File: src/rtl/switch_code_reader_pkg.sv
// Shared types and constants for the switch code reader and the LED driver.
package switch_code_reader_pkg;

  typedef enum logic [1:0] {
    IDLE    = 2'd0,
    SETTLE  = 2'd1,
    HOLD    = 2'd2,
    RELEASE = 2'd3
  } state_t;

  localparam int unsigned PAT_W  = 3;
  localparam int unsigned CODE_W = 3;

  localparam logic [PAT_W-1:0] PAT_NONE = 3'b000;
  localparam logic [PAT_W-1:0] PAT_ERR  = 3'b110;

  // Code values follow LED position order so the LED driver can reuse them.
  localparam logic [CODE_W-1:0] CODE_0 = 3'd0;
  localparam logic [CODE_W-1:0] CODE_1 = 3'd1;
  localparam logic [CODE_W-1:0] CODE_2 = 3'd2;
  localparam logic [CODE_W-1:0] CODE_3 = 3'd3;
  localparam logic [CODE_W-1:0] CODE_4 = 3'd4;
  localparam logic [CODE_W-1:0] CODE_5 = 3'd5;

  function automatic logic [CODE_W-1:0] decode_pat(input logic [PAT_W-1:0] pat);
    logic [CODE_W-1:0] code;
    code = CODE_0;
    case (pat)
      3'b001:  code = CODE_0;
      3'b010:  code = CODE_1;
      3'b011:  code = CODE_2;
      3'b100:  code = CODE_3;
      3'b101:  code = CODE_4;
      3'b111:  code = CODE_5;
      default: code = CODE_0;
    endcase
    return code;
  endfunction

endpackage

File: src/rtl/switch_code_reader_sync_2ff.sv
// Two-flop synchronizer for asynchronous input lines, synchronous active-high reset.
module sync_2ff #(
  parameter int unsigned WIDTH = 1
) (
  input  logic             clk,
  input  logic             rst,
  input  logic [WIDTH-1:0] d,
  output logic [WIDTH-1:0] q
);

  logic [WIDTH-1:0] meta;

  always_ff @(posedge clk) begin
    if (rst) begin
      meta <= '0;
      q    <= '0;
    end else begin
      meta <= d;
      q    <= meta;
    end
  end

endmodule

File: src/rtl/switch_code_reader.sv
// Debounces a 3-line switch pattern, decodes it to a 3-bit code and offers it via valid/ready.
module switch_code_reader
  import switch_code_reader_pkg::*;
#(
  parameter int unsigned DEBOUNCE_CYCLES = 16,
  parameter int unsigned CNT_W           = 16
) (
  input  logic              clk,
  input  logic              rst,
  input  logic              sw_0,
  input  logic              sw_1,
  input  logic              sw_2,
  output logic [CODE_W-1:0] code_out,
  output logic              code_valid,
  input  logic              code_ready,
  output logic              code_err
);

  localparam logic [CNT_W-1:0] CNT_LAST = CNT_W'(DEBOUNCE_CYCLES - 1);

  logic [PAT_W-1:0]  pat;
  state_t            state_q, state_d;
  logic [CNT_W-1:0]  cnt_q, cnt_d;
  logic [PAT_W-1:0]  cap_q, cap_d;
  logic [CODE_W-1:0] code_out_d;
  logic              code_valid_d;
  logic              code_err_d;

  sync_2ff #(.WIDTH(PAT_W)) u_sync (
    .clk (clk),
    .rst (rst),
    .d   ({sw_2, sw_1, sw_0}),
    .q   (pat)
  );

  always_ff @(posedge clk) begin
    if (rst) begin
      state_q    <= IDLE;
      cnt_q      <= '0;
      cap_q      <= PAT_NONE;
      code_out   <= CODE_0;
      code_valid <= 1'b0;
      code_err   <= 1'b0;
    end else begin
      state_q    <= state_d;
      cnt_q      <= cnt_d;
      cap_q      <= cap_d;
      code_out   <= code_out_d;
      code_valid <= code_valid_d;
      code_err   <= code_err_d;
    end
  end

  // Next-state and output logic; every state entry clears the counter.
  always_comb begin
    state_d      = state_q;
    cnt_d        = cnt_q;
    cap_d        = cap_q;
    code_out_d   = code_out;
    code_valid_d = 1'b0;
    code_err_d   = 1'b0;

    case (state_q)
      IDLE: begin
        if (pat != PAT_NONE) begin
          cap_d   = pat;
          cnt_d   = '0;
          state_d = SETTLE;
        end
      end

      SETTLE: begin
        if (pat == PAT_NONE) begin
          cnt_d   = '0;
          state_d = IDLE;
        end else if (pat != cap_q) begin
          cap_d = pat;
          cnt_d = '0;
        end else if (cnt_q == CNT_LAST) begin
          cnt_d = '0;
          if (cap_q == PAT_ERR) begin
            code_err_d = 1'b1;
            state_d    = RELEASE;
          end else begin
            code_out_d = decode_pat(cap_q);
            state_d    = HOLD;
          end
        end else begin
          cnt_d = cnt_q + CNT_W'(1);
        end
      end

      // Switch activity is ignored here; only the handshake moves on.
      HOLD: begin
        if (code_valid && code_ready) begin
          cnt_d   = '0;
          state_d = RELEASE;
        end else begin
          code_valid_d = 1'b1;
        end
      end

      RELEASE: begin
        if (pat != PAT_NONE) begin
          cnt_d = '0;
        end else if (cnt_q == CNT_LAST) begin
          cnt_d   = '0;
          state_d = IDLE;
        end else begin
          cnt_d = cnt_q + CNT_W'(1);
        end
      end

      default: begin
        cnt_d   = '0;
        state_d = IDLE;
      end
    endcase
  end

endmodule

File: config.mk
export PLATFORM = sky130hd
export DESIGN_NAME = switch_code_reader
export DESIGN_NICKNAME = d
export VERILOG_FILES = /design/src/rtl/switch_code_reader_pkg.sv /design/src/rtl/switch_code_reader_sync_2ff.sv /design/src/rtl/switch_code_reader.sv
export SDC_FILE = /design/constraint.sdc
export NUM_CORES = 1
export LEC_CHECK = 0
export BUFFER_PORTS_ARGS = -buffer_cell sky130_fd_sc_hd__buf_4
export CORE_ASPECT_RATIO = 1.2
export CORE_MARGIN = 4
export CORE_UTILIZATION = 60
export DETAILED_ROUTE_END_ITERATION = 6
export PLACE_DENSITY_LB_ADDON = 0.2
export REMOVE_ABC_BUFFERS = 1
export SYNTH_ARGS = -nofsm -noshare
export SYNTH_HDL_FRONTEND = slang
export SYNTH_SLANG_ARGS = --single-unit
File: constraint.sdc
create_clock -name clk -period 4.3 [get_ports clk]
set_input_delay 0.215 -clock clk [delete_from_list [all_inputs] [get_ports clk]]
set_output_delay 0.215 -clock clk [all_outputs]
set_load 0.005 [all_outputs]
Yosys cells after proc, flatten, opt, wreduce, memory -nomap -nowiden
Cells that the tools add are included.
{"block": "op_classes", "add_sub_neg": 1, "eq_ne": 19, "n_mux": 23, "bitwise_logic": 6, "reduce_logical": 11}
{"cell": "two-way mux 16 bit", "n": 6}
{"cell": "case mux 16 bit (4 select lines)", "n": 1}
{"cell": "adder 16 x 1 -> 16 bit (second input constant)", "n": 1}
{"cell": "== test 16 x 4 -> 1 bit (second input constant)", "n": 1}
{"cell": "case mux 3 bit (5 select lines)", "n": 1}
{"cell": "two-way mux 2 bit", "n": 7}
{"cell": "== test 3 bit (second input constant)", "n": 4}
{"cell": "!= test 2 bit (second input constant)", "n": 6}
{"cell": "two-way mux 3 bit", "n": 3}
{"cell": "case mux 2 bit (4 select lines)", "n": 1}
{"cell": "== test 3 x 2 -> 1 bit (second input constant)", "n": 2}
{"cell": "!= test 3 bit (second input constant)", "n": 2}
{"cell": "NOT 1 bit", "n": 6}
{"cell": "case mux 3 bit (2 select lines)", "n": 1}
{"cell": "AND reduction 6 bit", "n": 1}
{"cell": "AND reduction 5 bit", "n": 1}
{"cell": "OR reduction 5 bit", "n": 1}
{"cell": "== test 2 bit (second input constant)", "n": 2}
{"cell": "AND reduction 4 bit", "n": 1}
{"cell": "logical NOT 3 bit", "n": 1}
{"cell": "two-way mux 1 bit", "n": 3}
{"cell": "!= test 3 bit", "n": 1}
{"cell": "nonzero test 3 bit", "n": 1}
{"cell": "== test 2 x 1 -> 1 bit (second input constant)", "n": 1}
{"cell": "5 further kinds", "n": 5}
{"block": "totals", "ff_bits": 32, "input_bits": 6, "out_inout_bits": 5, "word_cells": 68}

Depth between registers and ports, before layout
Gate-level depths: netlist of the first run.
{"block": "logic_depth", "word_depth": 6, "ltp_mapped": 9, "ltp_nobuf": 6}

Cells and area by module
Synthesis of the first run repeated with hierarchy kept, for this count alone.
{"block": "hier_totals", "cells_unflattened": 184, "area_unflattened_um2": 1642.8}
{"mod": "switch_code_reader", "n_inst": 1, "cells_per_inst": 172, "area_per_inst_um2": 1485.2, "seq_area_each_um2": 520.5}
{"mod": "sync_2ff", "n_inst": 1, "cells_per_inst": 12, "area_per_inst_um2": 157.7, "seq_area_each_um2": 120.1}

Least setup slack after synthesis of the first run
No wires, ideal clock.
{"block": "synth_path", "path_type": "register to register", "start": "reg cnt_q[0]", "end": "reg cnt_q[8]", "setup_ns": 0.074, "arrival_time_ns": 2.088, "required_ns": 4.226, "setup_slack_ns": 2.138, "stages_incl_launch_ff": 9, "path_buffers": 2, "synth_period_minus_slack_ns": 2.162, "cell_sequence": "dfxtp_1 ha_1 and3_1 buf_6 and4_1 buf_2 or3b_4 or4_1 a31oi_1"}
{"block": "synth_between", "elab_chain_cells": 5, "elab_cells_between_ends": 7, "cone_classes": "1 x add/sub; 1 x eq/ne; 5 x mux"}
{"item": "from (decl)", "line": "switch_code_reader.sv:23", "rtl": "logic [CNT_W-1:0] cnt_q, cnt_d;"}
{"item": "from (signal assigned)", "line": "switch_code_reader.sv:46", "rtl": "cnt_q <= cnt_d;"}
{"item": "adder 16 x 1 -> 16 bit / == test 16 x 4 -> 1 bit (equally long branches)"}
{"item": "two-way mux 16 bit *", "line": "switch_code_reader.sv:79, switch_code_reader.sv:106"}
{"item": "two-way mux 16 bit", "line": "switch_code_reader.sv:76", "rtl": "end else if (pat != cap_q) begin"}
{"item": "two-way mux 16 bit", "line": "switch_code_reader.sv:73", "rtl": "if (pat == PAT_NONE) begin"}
{"item": "case mux 16 bit (4 select lines) *", "line": "switch_code_reader.sv:63", "rtl": "case (state_q)"}
Every way passes the cells marked *; elsewhere a longest branch is shown, timed or not.
A chain may end at the register's enable or synchronous reset.

Final worst setup path of the first run
Ends and elaborated chain as after synthesis.

==> reports/qor.yml, run 1 <==
max-cap-violations: 0
multiInputGateArea_um2: 744
fp.dieW_um: 52.9
critPathArrivalTime_ns: 2.45
seqPwrFrac: 0.534
crit_required_ns: 4.56
fill_cells: 199
drc_errors: 0
final-hold-violation-count: 0
cts_inserted_buffers: 5
async_flop_share: 0
register_area_um2: 641
critPathKind: "reg2reg"
start_kind: "flop"
grt_pass1_wl_um: 4240
fin_skew_ns: 0.0112
worst_skew_pair.late_latency_ns: 0.34
avgViaCountPerCell: 5.77
avgSynthCellArea_um2: 8.94
pre_cts_ws_ns: 2.14
die_area_um2: 3270
core_area_um2: 2310
cts_tree: "built"
initial_core_util: 0.628
final_nets: 177
grt-ovfl-total: 0
p_sw_uw: 136
synthTopCellsByArea: "dfxtp_1 (44%), xor2_1 (9.1%), nor2_1 (6.2%), nand4_1 (3.9%), nand2_1 (3.6%)"
antenna_found_initial: 0
power_density_nw_per_um2: 362
grt_pass1_vias: 1040
drive_gt1_frac: 0.146
sw_frac_of_total: 0.235
yosys_register_bits: 32
finalSetupViolCount: 0
power_frac_comb: 0.077
finalCritPeriodShare: 0.508
crit_path_end: "cnt_q[8]$_SDFFE_PP0P_"
vias: 1165
grt_use_total: 0.180
post-route-min-period_ns: 2.19
reg2reg_to: "cnt_q[8]$_SDFFE_PP0P_"
min_from: "code_ready"
grt_start_max_net_pins: 19
row_count: 19
ys.flop_type: "dfxtp_1"
final_util: 0.691
synth_edf_count: 0
io-pin-count: 11
slew_viol_final: 0
ant_nets: 0
ff2ff_setup_slack_ns: 2.11
worst_slew_pin_slew_ns: 0.507
place_congestion: 0.801
hp-class: "in2reg"
grt_setup_unrepaired: "false"
peakVddDrop_uv: 402
dp_hpwl_um: 1790
cellInternalPower_uw: 442
crit_fanout: 7
ctsHtreeMaxLevel: 2
ctsHoldBuffers: 0
clkTransAtPathRegs_ns: 0.11
leakage_uw: 0.000632
post_cts_buffers: 0
synth-seq-area-share: 0.442
tns_ns: 0
fin_ws_ns: 2.11
synth.most_common_cell: "dfxtp_1"
io_buffers: 10
clkPwrFrac: 0.389
maxSlewHeadroom: 0.660
crit_path_start: "cnt_q[0]$_SDFFE_PP0P_"
outcome: "finished clean"
area_delta_synth_final_pct: 10.0
cts_sinks: 32
dr.pass1.iters: 4
fp.dieH_um: 61.8
clock-root-buffer: "clkbuf_4"
cts_resized: 0
wl_per_cell_um: 12.2
clockBufferDepth: 2
synth_cell_types: 34
synth_area_um2: 1450
synth_warnings: 0
whs_path_depth: 2
yosysTopAreaCell: "dfxtp_1"
synth_common_cells: "dfxtp_1 (32), nor2_1 (24), xor2_1 (15)"
r2r_cells: 6
diodes: 0
synth_top_area_frac: 0.442
synthCells: 162
fmax_mhz: 457
r2r_start: "cnt_q[0]$_SDFFE_PP0P_"
endpoint_kind: "flop"
wl_um: 2470
drt-initial-drc-count: 20
[worst max-delay path, stage by stage, from the launching register on]
cell and delay [ns]:
dfxtp_1 0.34, ha_1 0.21, and3_1 0.25, and4_1 0.24, or3b_4 0.44, or4_1 0.51
a31oi_1 0.13
[layout by cell type (no fill, tap or decap), types with 2 or more instances in the layout]
| cell type | count |
|---|---|
| buf_4 | 11 |
| dfxtp_1 | 32 |
| clkbuf_4 | 5 |
| o32ai_1 | 2 |
| o221a_2 | 2 |
| nand2_1 | 14 |
| nand3_1 | 2 |
| nor4_1 | 3 |
| nor3_1 | 2 |
| a31oi_1 | 4 |
| mux2i_1 | 4 |
| a21oi_1 | 7 |
| nor2b_1 | 7 |
| nor2_1 | 24 |
| and4_1 | 4 |
| xor2_1 | 15 |
| nand4_1 | 9 |
| inv_1 | 2 |
| o21ai_1 | 2 |
| and3_1 | 4 |
[how the worst min path moves through the flow]
| stage | end | slack (ns) |
|---|---|---|
| after floorplan | u_sync.meta[0]$_SDFF_PP0_ | 0.29 |
| after global placement | u_sync.q[2]$_SDFF_PP0_ | 0.42 |
| after detailed placement | u_sync.q[2]$_SDFF_PP0_ | 0.42 |
| after CTS | code_valid$_SDFF_PP0_ | 0.06 |
| after global routing | code_valid$_SDFF_PP0_ | 0.06 |
| final | code_valid$_SDFF_PP0_ | 0.07 |
[area by class of cell]
| class | count | share of cell area |
|---|---|---|
| inverter | 2 | 0.00471 |
| clock buffer | 5 | 0.0235 |
| multi-input combinational | 118 | 0.467 |
| timing repair buffer | 11 | 0.0518 |
| sequential | 32 | 0.402 |
| tap | 31 | 0.0243 |
| clock inverter | 3 | 0.0267 |
[logic make-up (layout without fill, tap and decap cells)]
kind of cell | after synthesis | count (layout) | synth area share
simple gates | 74 | 74 | 0.266
flops | 32 | 32 | 0.442
compound gates | 23 | 23 | 0.115
xor+xnor | 16 | 16 | 0.0967
buf+inv | 12 | 21 | 0.0440
mux | 4 | 4 | 0.0276
fa+ha+maj | 1 | 1 | 0.00863
[sequential cells by signal (all words and copies together) (netlist names), named ones only]
signal	cells
code_valid	1
state_q	1
code_out	3
cnt_q	16
u_sync.q	3
u_sync.meta	3
code_err	1
cap_q	3
[power groups by stage]
stage,clock network (uW),registers [uW],logic [uW]
finish,225,308,44.7
global placement,0,315,43.2
floorplan,0,314,30.8
global route,246,310,49.7
detailed placement,0,315,45.2
CTS,233,309,45.3
[metal layers]
layer,track usage,up-vias,part of all wire
met5,0,-,0
met4,0.0876,0,0.019
met3,0.0716,5,0.045
met2,0.282,15,0.46
met1,0.215,559,0.47
li1,-,586,-
[per-stage QoR]
| step | power (uW) | hold WS [ns] | area (um^2) | instances |
|---|---|---|---|---|
| after floorplan | 345 | 0.287 | 1390 | 152 |
| after global routing | 605 | 0.0590 | 1590 | 202 |
| after detailed placement | 361 | 0.422 | 1510 | 194 |
| after CTS | 587 | 0.0578 | 1590 | 202 |
| after global placement | 358 | 0.418 | 1510 | 194 |
| final | 578 | 0.0719 | 1590 | 202 |
No activity file was read; power rests on OpenSTA's default activity.
==> run 2: changes to the inputs <==
ABC_AREA = 1   (was unset)
CORE_UTILIZATION = 59   (was 60)
clock period = 2.2 ns   (was 4.3 ns; I/O delays follow)
==> reports/qor.yml, run 2 <==
avgViaCountPerCell: 5.12  # was 5.77
core_area_um2: 2600  # was 2310 um^2
async_flop_share: 0  # unchanged
synth_edf_count: 0  # unchanged
area_delta_synth_final_pct: 12.6  # was 10.0%
fin_ws_ns: 0.523  # was 2.11 ns
layout_common_cells: "nand2_1 (54), nor2_1 (48), inv_1 (32), dfxtp_1 (32), nand3_1 (19)"  # was dfxtp_1 (32), nor2_1 (24), xor2_1 (15), nand2_1 (14), buf_4 (11)
fmax_mhz: 596  # was 457 MHz
crit_required_ns: 2.43  # was 4.56 ns
p_sw_uw: 299  # was 136 uW
min_from: "rst"  # was code_ready
min_to: "u_sync.meta[1]$_SDFF_PP0_"  # was code_valid$_SDFF_PP0_
worst_skew_pair.late_latency_ns: 0.34  # about the same
crit_fanout: 6  # was 7
clockBufferDepth: 2  # unchanged
io_buffers: 10  # unchanged
tns_ns: 0  # unchanged
sw_frac_of_total: 0.255  # was 0.235
outcome: "finished clean"  # unchanged
synth-seq-area-share: 0.388  # was 0.442
ff2ff_setup_slack_ns: 0.52  # was 2.11 ns
yosys_register_bits: 32  # unchanged
synth_warnings: 0  # unchanged
ctsHtreeMaxLevel: 2  # unchanged
grt-ovfl-total: 0  # unchanged
wl_per_cell_um: 11.2  # was 12.2 um
io-pin-count: 11  # unchanged
vias: 1536  # was 1165
cellInternalPower_uw: 876  # was 442 uW
peakVddDrop_uv: 514  # was 402 uV
final_nets: 273  # was 177
critPathArrivalTime_ns: 1.91  # was 2.45 ns
synth_common_cells: "nand2_1 (54), nor2_1 (48), dfxtp_1 (32), inv_1 (32), nand3_1 (19)"  # was dfxtp_1 (32), nor2_1 (24), xor2_1 (15)
grt_setup_unrepaired: "false"  # unchanged
dr.pass1.iters: 5  # was 4
final_util: 0.713  # was 0.691
finalSetupViolCount: 0  # unchanged
regMostFlops: "cnt_q"  # unchanged
grt_pass1_vias: 1515  # was 1040
leakage_uw: 0.000773  # was 0.000632 uW
post-route-min-period_ns: 1.68  # was 2.19 ns
r2r_start: "cnt_q[0]$_SDFFE_PP0P_"  # unchanged
clkPwrFrac: 0.378  # was 0.389
clock-root-buffer: "clkbuf_4"  # unchanged
fin_skew_ns: 0.00651  # was 0.0112 ns
synth_cell_types: 25  # was 34
grt_use_total: 0.216  # was 0.180
pre_cts_ws_ns: 0.574  # was 2.14 ns
worst_slew_pin_slew_ns: 0.425  # was 0.507 ns
row_count: 20  # was 19
synth.most_common_cell: "nand2_1"  # was dfxtp_1
ant_nets: 0  # unchanged
synthTopCellsByArea: "dfxtp_1 (39%), nand2_1 (12%), nor2_1 (11%), inv_1 (7.3%), nand3_1 (5.8%)"  # was dfxtp_1 (44%), xor2_1 (9.1%), nor2_1 (6.2%), nand4_1 (3.9%), nand2_1 (3.6%)
power_density_nw_per_um2: 633  # was 362 nW/um^2
finalCritPeriodShare: 0.762  # was 0.508
diodes: 0  # unchanged
fp.dieH_um: 65.9  # was 61.8 um
final-hold-violation-count: 0  # unchanged
start_kind: "flop"  # unchanged
reg2reg_to: "cnt_q[10]$_SDFFE_PP0P_"  # was cnt_q[8]$_SDFFE_PP0P_
synth_top_area_frac: 0.388  # was 0.442
hp-class: "in2reg"  # unchanged
layout_commonest_cell: "nand2_1"  # was dfxtp_1
cts_tree: "built"  # unchanged
maxSlewHeadroom: 0.715  # was 0.660
antenna_found_initial: 0  # unchanged
power_frac_comb: 0.106  # was 0.077
synthCells: 248  # was 162
clkTransAtPathRegs_ns: 0.10  # was 0.11 ns
ys.flop_type: "dfxtp_1"  # unchanged
largest_reg_flops: 16  # unchanged
yosysTopAreaCell: "dfxtp_1"  # unchanged
max-cap-violations: 0  # unchanged
post_cts_buffers: 0  # unchanged
whs_path_depth: 2  # unchanged
total_power_uw: 1180  # was 578 uW
cts_inserted_buffers: 5  # unchanged
drt-initial-drc-count: 53  # was 20
fp.dieW_um: 56.3  # was 52.9 um
drc_errors: 0  # unchanged
synth_area_um2: 1650  # was 1450 um^2
seqPwrFrac: 0.516  # was 0.534
dp_hpwl_um: 2440  # was 1790 um
grt_start_max_net_pins: 15  # was 19
endpoint_kind: "flop"  # unchanged
grt_pass1_wl_um: 6270  # was 4240 um
avgSynthCellArea_um2: 6.65  # was 8.94 um^2
wl_um: 3350  # was 2470 um
critPathKind: "reg2reg"  # unchanged
slew_viol_final: 0  # unchanged
die_area_um2: 3710  # was 3270 um^2
initial_core_util: 0.634  # was 0.628
drive_gt1_frac: 0.142  # was 0.146
r2r_cells: 8  # was 6
cts_sinks: 32  # unchanged
place_congestion: 0.933  # was 0.801
-- run 2: cell types whose count changed after synthesis, moves of 7 or more --
cell     before  now
nand2_1      14   54
inv_1         2   32
nor2b_1       7    0
nor2_1       24   48
o21ai_0       1   12
nand3_1       2   19
xor2_1       15    3
nor2_2        0   10
-- run 2: worst max-delay path by stage --
| stage | start | to | slack (ns) | cells past startpoint |
|---|---|---|---|---|
| floorplan | cnt_q[0]$_SDFFE_PP0P_ | cnt_q[12]$_SDFFE_PP0P_ | 0.81 | 10 |
| global placement | cnt_q[0]$_SDFFE_PP0P_ | cnt_q[12]$_SDFFE_PP0P_ | 0.61 | 10 |
| detailed placement | cnt_q[0]$_SDFFE_PP0P_ | cnt_q[12]$_SDFFE_PP0P_ | 0.57 | 10 |
| CTS | cnt_q[0]$_SDFFE_PP0P_ | cnt_q[10]$_SDFFE_PP0P_ | 0.53 | 8 |
| global route | cnt_q[0]$_SDFFE_PP0P_ | cnt_q[12]$_SDFFE_PP0P_ | 0.30 | 10 |
| finish | cnt_q[0]$_SDFFE_PP0P_ | cnt_q[10]$_SDFFE_PP0P_ | 0.52 | 8 |
-- run 2: power groups by stage --
stage	sequential, uW	clock, uW	combinational (uW)
global placement	620	0	119
CTS	607	452	126
detailed placement	620	0	121
finish	607	444	124
floorplan	617	0	92.0
global route	610	485	142
-- run 2: area by class of cell --
type                       instances  area [um^2]
inverter                          35          131
sequential                        32          641
multi-input combinational        179          862
tap                               33         41.3
clock buffer                       6         41.3
fill                             236          746
clock inverter                     2         35.0
timing repair buffer              13          105
-- run 2: per-layer routing --
layer	global-route usage	vias to the layer above	wire length, um
li1	-	811	-
met1	0.229	685	1390
met2	0.379	30	1730
met3	0.0605	10	153
met4	0.131	0	81
met5	0	-	0
-- run 2: timing repair --
item,CTS,global route
gates resized for setup,0,0
hold buffers,3,0
endpoints found under the hold margin,3,0
-- run 2: cell families after synthesis --
| logic type | after synthesis | synth area share |
|---|---|---|
| flip-flops | 32 | 0.388 |
| AND/OR/NAND/NOR | 149 | 0.407 |
| AO/OA/AOI/OAI | 23 | 0.0751 |
| adder cells (fa/ha/maj) | 1 | 0.00759 |
| XOR/XNOR | 5 | 0.0266 |
| multiplexers | 1 | 0.00607 |
| buffers and inverters | 37 | 0.0888 |
-- run 2: stage by stage --
stage / cell area (um^2) / hold WS (ns) / instances
after floorplan: 1630 / 0.179 / 246
after global placement: 1750 / 0.312 / 289
after detailed placement: 1750 / 0.316 / 289
after CTS: 1860 / 0.0262 / 300
after global routing: 1860 / 0.0179 / 300
final: 1860 / 0.0325 / 300
-- run 2: worst max-delay path: stages, from the launching register on --
cell,delay (ns)
dfxtp_1,0.38
ha_1,0.19
nand3_1,0.15
nor2_1,0.17
nand3_1,0.23
nor2_1,0.25
nand2_1,0.08
nand2_1,0.08
nor2_1,0.04
